==> src/rtl/prog_load_seq.sv <==
// Program loader/sequencer: streams words into instruction memory, runs the CPU for N cycles, captures results.
// Latency: memory write is combinational with the accepted word; result registers update on the CAPTURE exit edge.
// Backpressure: in_ready is high only in LOAD; in_valid low there stalls the load indefinitely.
module prog_load_seq #(
  parameter int ADDR_W = 6,
  parameter int DEPTH  = 64
) (
  input  logic              Clock,
  input  logic              reset,
  input  logic              start,
  input  logic [15:0]       run_cycles,
  input  logic              in_valid,
  input  logic [31:0]       in_data,
  input  logic              in_last,
  output logic              in_ready,
  output logic              imem_we,
  output logic [ADDR_W-1:0] imem_addr,
  output logic [31:0]       imem_wdata,
  output logic              cpu_reset,
  input  logic [31:0]       reg0_in,
  input  logic [31:0]       flag_in,
  output logic [31:0]       result_reg0,
  output logic [31:0]       result_flag,
  output logic [ADDR_W:0]   words_loaded,
  output logic              busy,
  output logic              done,
  output logic              error
);

  typedef enum logic [1:0] {
    S_IDLE    = 2'd0,
    S_LOAD    = 2'd1,
    S_RUN     = 2'd2,
    S_CAPTURE = 2'd3
  } state_t;

  localparam logic [ADDR_W-1:0] LP_LAST_ADDR = ADDR_W'(DEPTH - 1);

  state_t            r_state;
  state_t            w_next;
  logic [15:0]       r_run_cycles;
  logic [15:0]       r_cnt;
  logic [ADDR_W-1:0] r_addr;
  logic [ADDR_W:0]   r_words;
  logic              r_error;
  logic [31:0]       r_result_reg0;
  logic [31:0]       r_result_flag;

  logic              w_in_ready;
  logic              w_accept;
  logic              w_at_end;
  logic              w_cpu_reset;
  logic              w_done;

  // Reset cycle blocks the handshake so no write can slip through while reset is asserted.
  assign w_in_ready = (r_state == S_LOAD) && reset;
  assign w_accept   = in_valid && w_in_ready;
  assign w_at_end   = (r_addr == LP_LAST_ADDR);

  // State register with synchronous active-low reset.
  always_ff @(posedge Clock) begin
    if (!reset) begin
      r_state <= S_IDLE;
    end else begin
      r_state <= w_next;
    end
  end

  // Next-state decode and state-derived outputs.
  always_comb begin
    w_next      = r_state;
    w_cpu_reset = 1'b1;
    w_done      = 1'b0;
    case (r_state)
      S_IDLE: begin
        if (start) w_next = S_LOAD;
      end
      S_LOAD: begin
        if (w_accept) begin
          if (in_last) begin
            // A zero-length run never releases the CPU.
            w_next = (r_run_cycles == 16'd0) ? S_CAPTURE : S_RUN;
          end else if (w_at_end) begin
            w_next = S_CAPTURE;
          end
        end
      end
      S_RUN: begin
        w_cpu_reset = 1'b0;
        if (r_cnt <= 16'd1) w_next = S_CAPTURE;
      end
      S_CAPTURE: begin
        w_done = 1'b1;
        w_next = S_IDLE;
      end
      default: w_next = S_IDLE;
    endcase
  end

  // Load address/count, run counter, sticky overflow and result capture.
  always_ff @(posedge Clock) begin
    if (!reset) begin
      r_run_cycles  <= '0;
      r_cnt         <= '0;
      r_addr        <= '0;
      r_words       <= '0;
      r_error       <= 1'b0;
      r_result_reg0 <= '0;
      r_result_flag <= '0;
    end else begin
      if ((r_state == S_IDLE) && start) begin
        r_run_cycles <= run_cycles;
        r_addr       <= '0;
        r_words      <= '0;
        r_error      <= 1'b0;
      end
      if (w_accept) begin
        r_addr  <= r_addr + 1'b1;
        r_words <= r_words + 1'b1;
        if (!in_last && w_at_end) r_error <= 1'b1;
      end
      if ((r_state == S_LOAD) && (w_next == S_RUN)) begin
        r_cnt <= r_run_cycles;
      end else if (r_state == S_RUN) begin
        r_cnt <= r_cnt - 16'd1;
      end
      // CPU outputs during CAPTURE reflect exactly run_cycles executed edges.
      if (r_state == S_CAPTURE) begin
        r_result_reg0 <= reg0_in;
        r_result_flag <= flag_in;
      end
    end
  end

  assign in_ready     = w_in_ready;
  assign imem_we      = w_accept;
  assign imem_addr    = r_addr;
  assign imem_wdata   = in_data;
  assign cpu_reset    = w_cpu_reset;
  assign result_reg0  = r_result_reg0;
  assign result_flag  = r_result_flag;
  assign words_loaded = r_words;
  assign busy         = (r_state != S_IDLE);
  assign done         = w_done;
  assign error        = r_error;

endmodule

==> config.mk <==
export PLATFORM = sky130hd
export DESIGN_NAME = prog_load_seq
export DESIGN_NICKNAME = d
export VERILOG_FILES = /design/src/rtl/prog_load_seq.sv
export SDC_FILE = /design/constraint.sdc
export NUM_CORES = 1
export LEC_CHECK = 0
export BUFFER_PORTS_ARGS = -buffer_cell sky130_fd_sc_hd__buf_4
export CORE_MARGIN = 4
export CORE_UTILIZATION = 50
export DETAILED_ROUTE_END_ITERATION = 6
export PLACE_DENSITY = 0.86
export RECOVER_POWER = 50
export REMOVE_ABC_BUFFERS = 1
export SYNTH_ARGS = -nofsm -noshare
export SYNTH_HDL_FRONTEND = slang
export SYNTH_SLANG_ARGS = --single-unit
==> constraint.sdc <==
create_clock -name Clock -period 3.5 [get_ports Clock]
set_clock_uncertainty 0.1 [all_clocks]
set_input_delay 0.175 -clock Clock [delete_from_list [all_inputs] [get_ports Clock]]
set_output_delay 0.175 -clock Clock [all_outputs]
set_load 0.02 [all_outputs]
==> reports/summary.log <==
[sta] time the worst path needs with I/O delays and setup 2.45 ns
[yosys] synth top area cells sky130_fd_sc_hd__dfxtp_1, sky130_fd_sc_hd__nand2_1, sky130_fd_sc_hd__a21oi_1, sky130_fd_sc_hd__buf_4, sky130_fd_sc_hd__clkbuf_1
[global_routing] final global-route overflow total 0
[detailed_routing] number of DRC markers after the initial detailed-route iteration 267
[power_and_ir_drop] P per Cell Area 371 mW/mm2
[worst_setup_path] Critical Path Sink Type register
[status] run status finished, final reports clean
[sta] final count of pins violating max slew 0
[worst_setup_path] largest fanout on the critical path 16
[detailed_routing] antenna violation net count after detailed routing 0
[yosys] cell type with the largest total area after synthesis sky130_fd_sc_hd__dfxtp_1
[finish] layout-stage area growth over the synthesis result 36.4%
[clock_network] maximum root-to-sink buffer count 2
[place] number of port buffers 167
[yosys] combined area of all synthesized cells 0.00471 mm2
[place] GP Congestion 0.927
[floorplan] starting density of the core 51.2%
[detailed_routing] average wire per standard cell 19.4 um
[sta] transition time at the pin with the least slew margin 1.08 ns
[clock_network] H-tree levels 3
[place] placed insts 803
[yosys] main flop type after synthesis sky130_fd_sc_hd__dfxtp_1
[yosys] number of enable flip-flop cells after synthesis 0
[yosys] number of library cell types mapped by synthesis 46
[yosys] sequential area share after synthesis 47.6%
[power_and_ir_drop] Worst IR Drop VDD 226 uV
[yosys] post-synthesis instance total 590
[sta] # setup viols final 0
[yosys] post-synth top area share 47.6%
[detailed_routing] number of remaining DRC errors 0
[floorplan] Core Rows 35
[sta] Max Clock Freq 408 MHz
[worst_setup_path] critical path class reg -> reg
[place] post-detailed-placement half-perimeter wirelength 10600 um
[yosys] Post-synth ARST share 0%
[clock_network] clock tree from TritonCTS done
[yosys] Post-synth top cells sky130_fd_sc_hd__nand2_1, sky130_fd_sc_hd__dfxtp_1, sky130_fd_sc_hd__a21oi_1
[detailed_routing] vias after detailed routing 5134
[detailed_routing] routed wire length 17500 um
[global_routing] total global routing track utilization 31.5%
[worst_setup_path] critical path cell sequence or4_4 -> o41ai_4 -> o221ai_1 -> a21oi_1
[detailed_routing] TritonRoute pass-1 iters 5
[sta] setup repair after global routing missed its margin no
[global_routing] maximum number of pins on one net before global-route repair 66
[floorplan] number of primary I/O pins 232
[finish] number of nets in the final layout 905
[floorplan] die height 105 um
[power_and_ir_drop] Leak Pwr 0.00236 uW
[global_routing] number of antenna violations at the first check in global routing 0
[sta] count of final hold-check violations 0
[clock_network] number of buffers created by CTS 9
[worst_setup_path] dominant delay contributor by cell family on the critical path compound AO/OA/AOI/OAI gates
[finish] non-filler instance count after layout 900
[sta] fin crit share 70.0%
[finish] count of antenna diodes in the layout 0
[yosys] most repeated cell in the gate-level netlist after synthesis sky130_fd_sc_hd__nand2_1
[worst_setup_path] worst path required time 3.70 ns
[clock_network] Clk pin slew, worst setup/hold paths 0.11 ns
[floorplan] chip width 105 um
[clock_network] CTS Sinks 112
[floorplan] overall die area 0.0110 mm2
[worst_setup_path] Slowest-stage cell, CP sky130_fd_sc_hd__o41ai_4
[detailed_routing] number of vias per cell after detailed routing 5.70
[finish] proportion of layout cells with a drive suffix above 1 15.0%
[floorplan] area of the core region 0.00920 mm2
[worst_setup_path] CP Buf/Inv Count 0
[worst_setup_path] data arrival time at the worst-slack endpoint 2.65 ns
[clock_network] Skew-Pair Late Insertion Delay 0.37 ns
[yosys] syn avg cell area 7.98 um2
[worst_setup_path] longest individual stage delay on the worst path 0.94 ns
[clock_network] buffer type at the clock tree root sky130_fd_sc_hd__clkbuf_8
[sta] summed negative setup slack over all endpoints 0 ns
[yosys] flip-flop and latch count after synthesis 112
[global_routing] first-pass GRT wire length 27600 um
[sta] Worst slew margin 27.8%
[min_path] class of the tightest hold or removal check in -> reg
[flow_run] Max-cap violations 0
[worst_setup_path] type of origin of the critical path register
[global_routing] vias in the first global route 5350
[yosys] number of synthesis warnings 0
[placed cells by master (no fill, tap or decap), types with 4 or more instances in the layout]
cell type	count
sky130_fd_sc_hd__buf_4	92
sky130_fd_sc_hd__nor2_1	14
sky130_fd_sc_hd__nand2_1	177
sky130_fd_sc_hd__o31ai_1	6
sky130_fd_sc_hd__nand3b_1	5
sky130_fd_sc_hd__o21ai_0	12
sky130_fd_sc_hd__inv_1	6
sky130_fd_sc_hd__xor2_1	6
sky130_fd_sc_hd__nand4_1	4
sky130_fd_sc_hd__nand3_1	13
sky130_fd_sc_hd__nor3_1	7
sky130_fd_sc_hd__ha_1	4
sky130_fd_sc_hd__clkbuf_1	81
sky130_fd_sc_hd__clkbuf_8	9
sky130_fd_sc_hd__or4_1	6
sky130_fd_sc_hd__a21oi_1	99
sky130_fd_sc_hd__dlygate4sd3_1	81
sky130_fd_sc_hd__dfxtp_1	112
[kinds of logic (layout without fill, tap and decap cells)]
family,count (synthesis),after routing,synth area share (%)
compound gates,144,144,18.1
xor+xnor,7,7,1.30
fa+ha+maj,4,4,1.06
buf+inv,78,277,9.14
flops,112,112,47.6
simple gates,245,245,22.8
[stage by stage]
stage / instance area [um2] / hold slack [ns] / util (%) / total power [uW] / setup WS (ns)
5_1_grt: 6430 / 0.0414 / 69.9 / 2470 / 0.933
4_1_cts: 6730 / 0.0395 / 73.1 / 2380 / 1.06
6_report: 6430 / 0.0476 / 69.9 / 2380 / 1.05
2_1_floorplan: 4310 / 0.204 / - / 1480 / 0.406
3_5_place_dp: 5740 / 0.250 / 62.4 / 1620 / 1.10
3_3_place_gp: 5740 / 0.250 / 62.4 / 1610 / 1.12
[where the power goes]
| group | switching (uW) | total, uW | internal [uW] |
|---|---|---|---|
| clock | 447 | 711 | 264 |
| sequential | 26.1 | 1330 | 1300 |
| combinational | 169 | 342 | 173 |
| total | 642 | 2380 | 1740 |
[worst paths after layout]
kind                                       start        to  slack (ns)  cells past startpoint
worst max-delay path            r_run_cycles[10]  r_cnt[1]        1.05                      4
worst min-delay path                       reset  r_cnt[5]        0.05                      3
worst max register to register  r_run_cycles[10]  r_cnt[1]        1.05                      4
worst min register to register             error     error        0.36                      2
[routing by layer]
metal	share of wire, %	track usage (%)	vias to the layer above
met5	0.30	3.81	-
met4	3.2	12.1	2
met3	12	12.5	48
met2	46	50.3	332
met1	39	37.9	2388
li1	-	-	2364
[worst min-delay path, stage by stage]
cell	delay (ns)
sky130_fd_sc_hd__buf_4	0.18
sky130_fd_sc_hd__o31ai_1	0.08
sky130_fd_sc_hd__a21oi_1	0.04
[sequential cells by signal, indices dropped and copies added (netlist names)]
name and flops:
result_flag 32, result_reg0 32, error 1, r_state 2
r_run_cycles 16, r_cnt 16, imem_addr 6, words_loaded 7
[what timing repair did]
item                                    CTS  global route
gates resized for setup                   0             0
setup buffers                             0             0
endpoints found under the setup margin    0             0
hold buffers                             81             0
endpoints found under the hold margin    81             0
[final cells by class]
type                    instances  area (um2)
well taps                     111         139
inverters                       8        30.0
clock buffers                  10         128
repair buffers                253        1800
flip-flops and latches        112        2240
clock inverters                 6        45.0
fillers                       733        2770
multi-input cells             400        2040
Power figures use the tool's default switching activity.
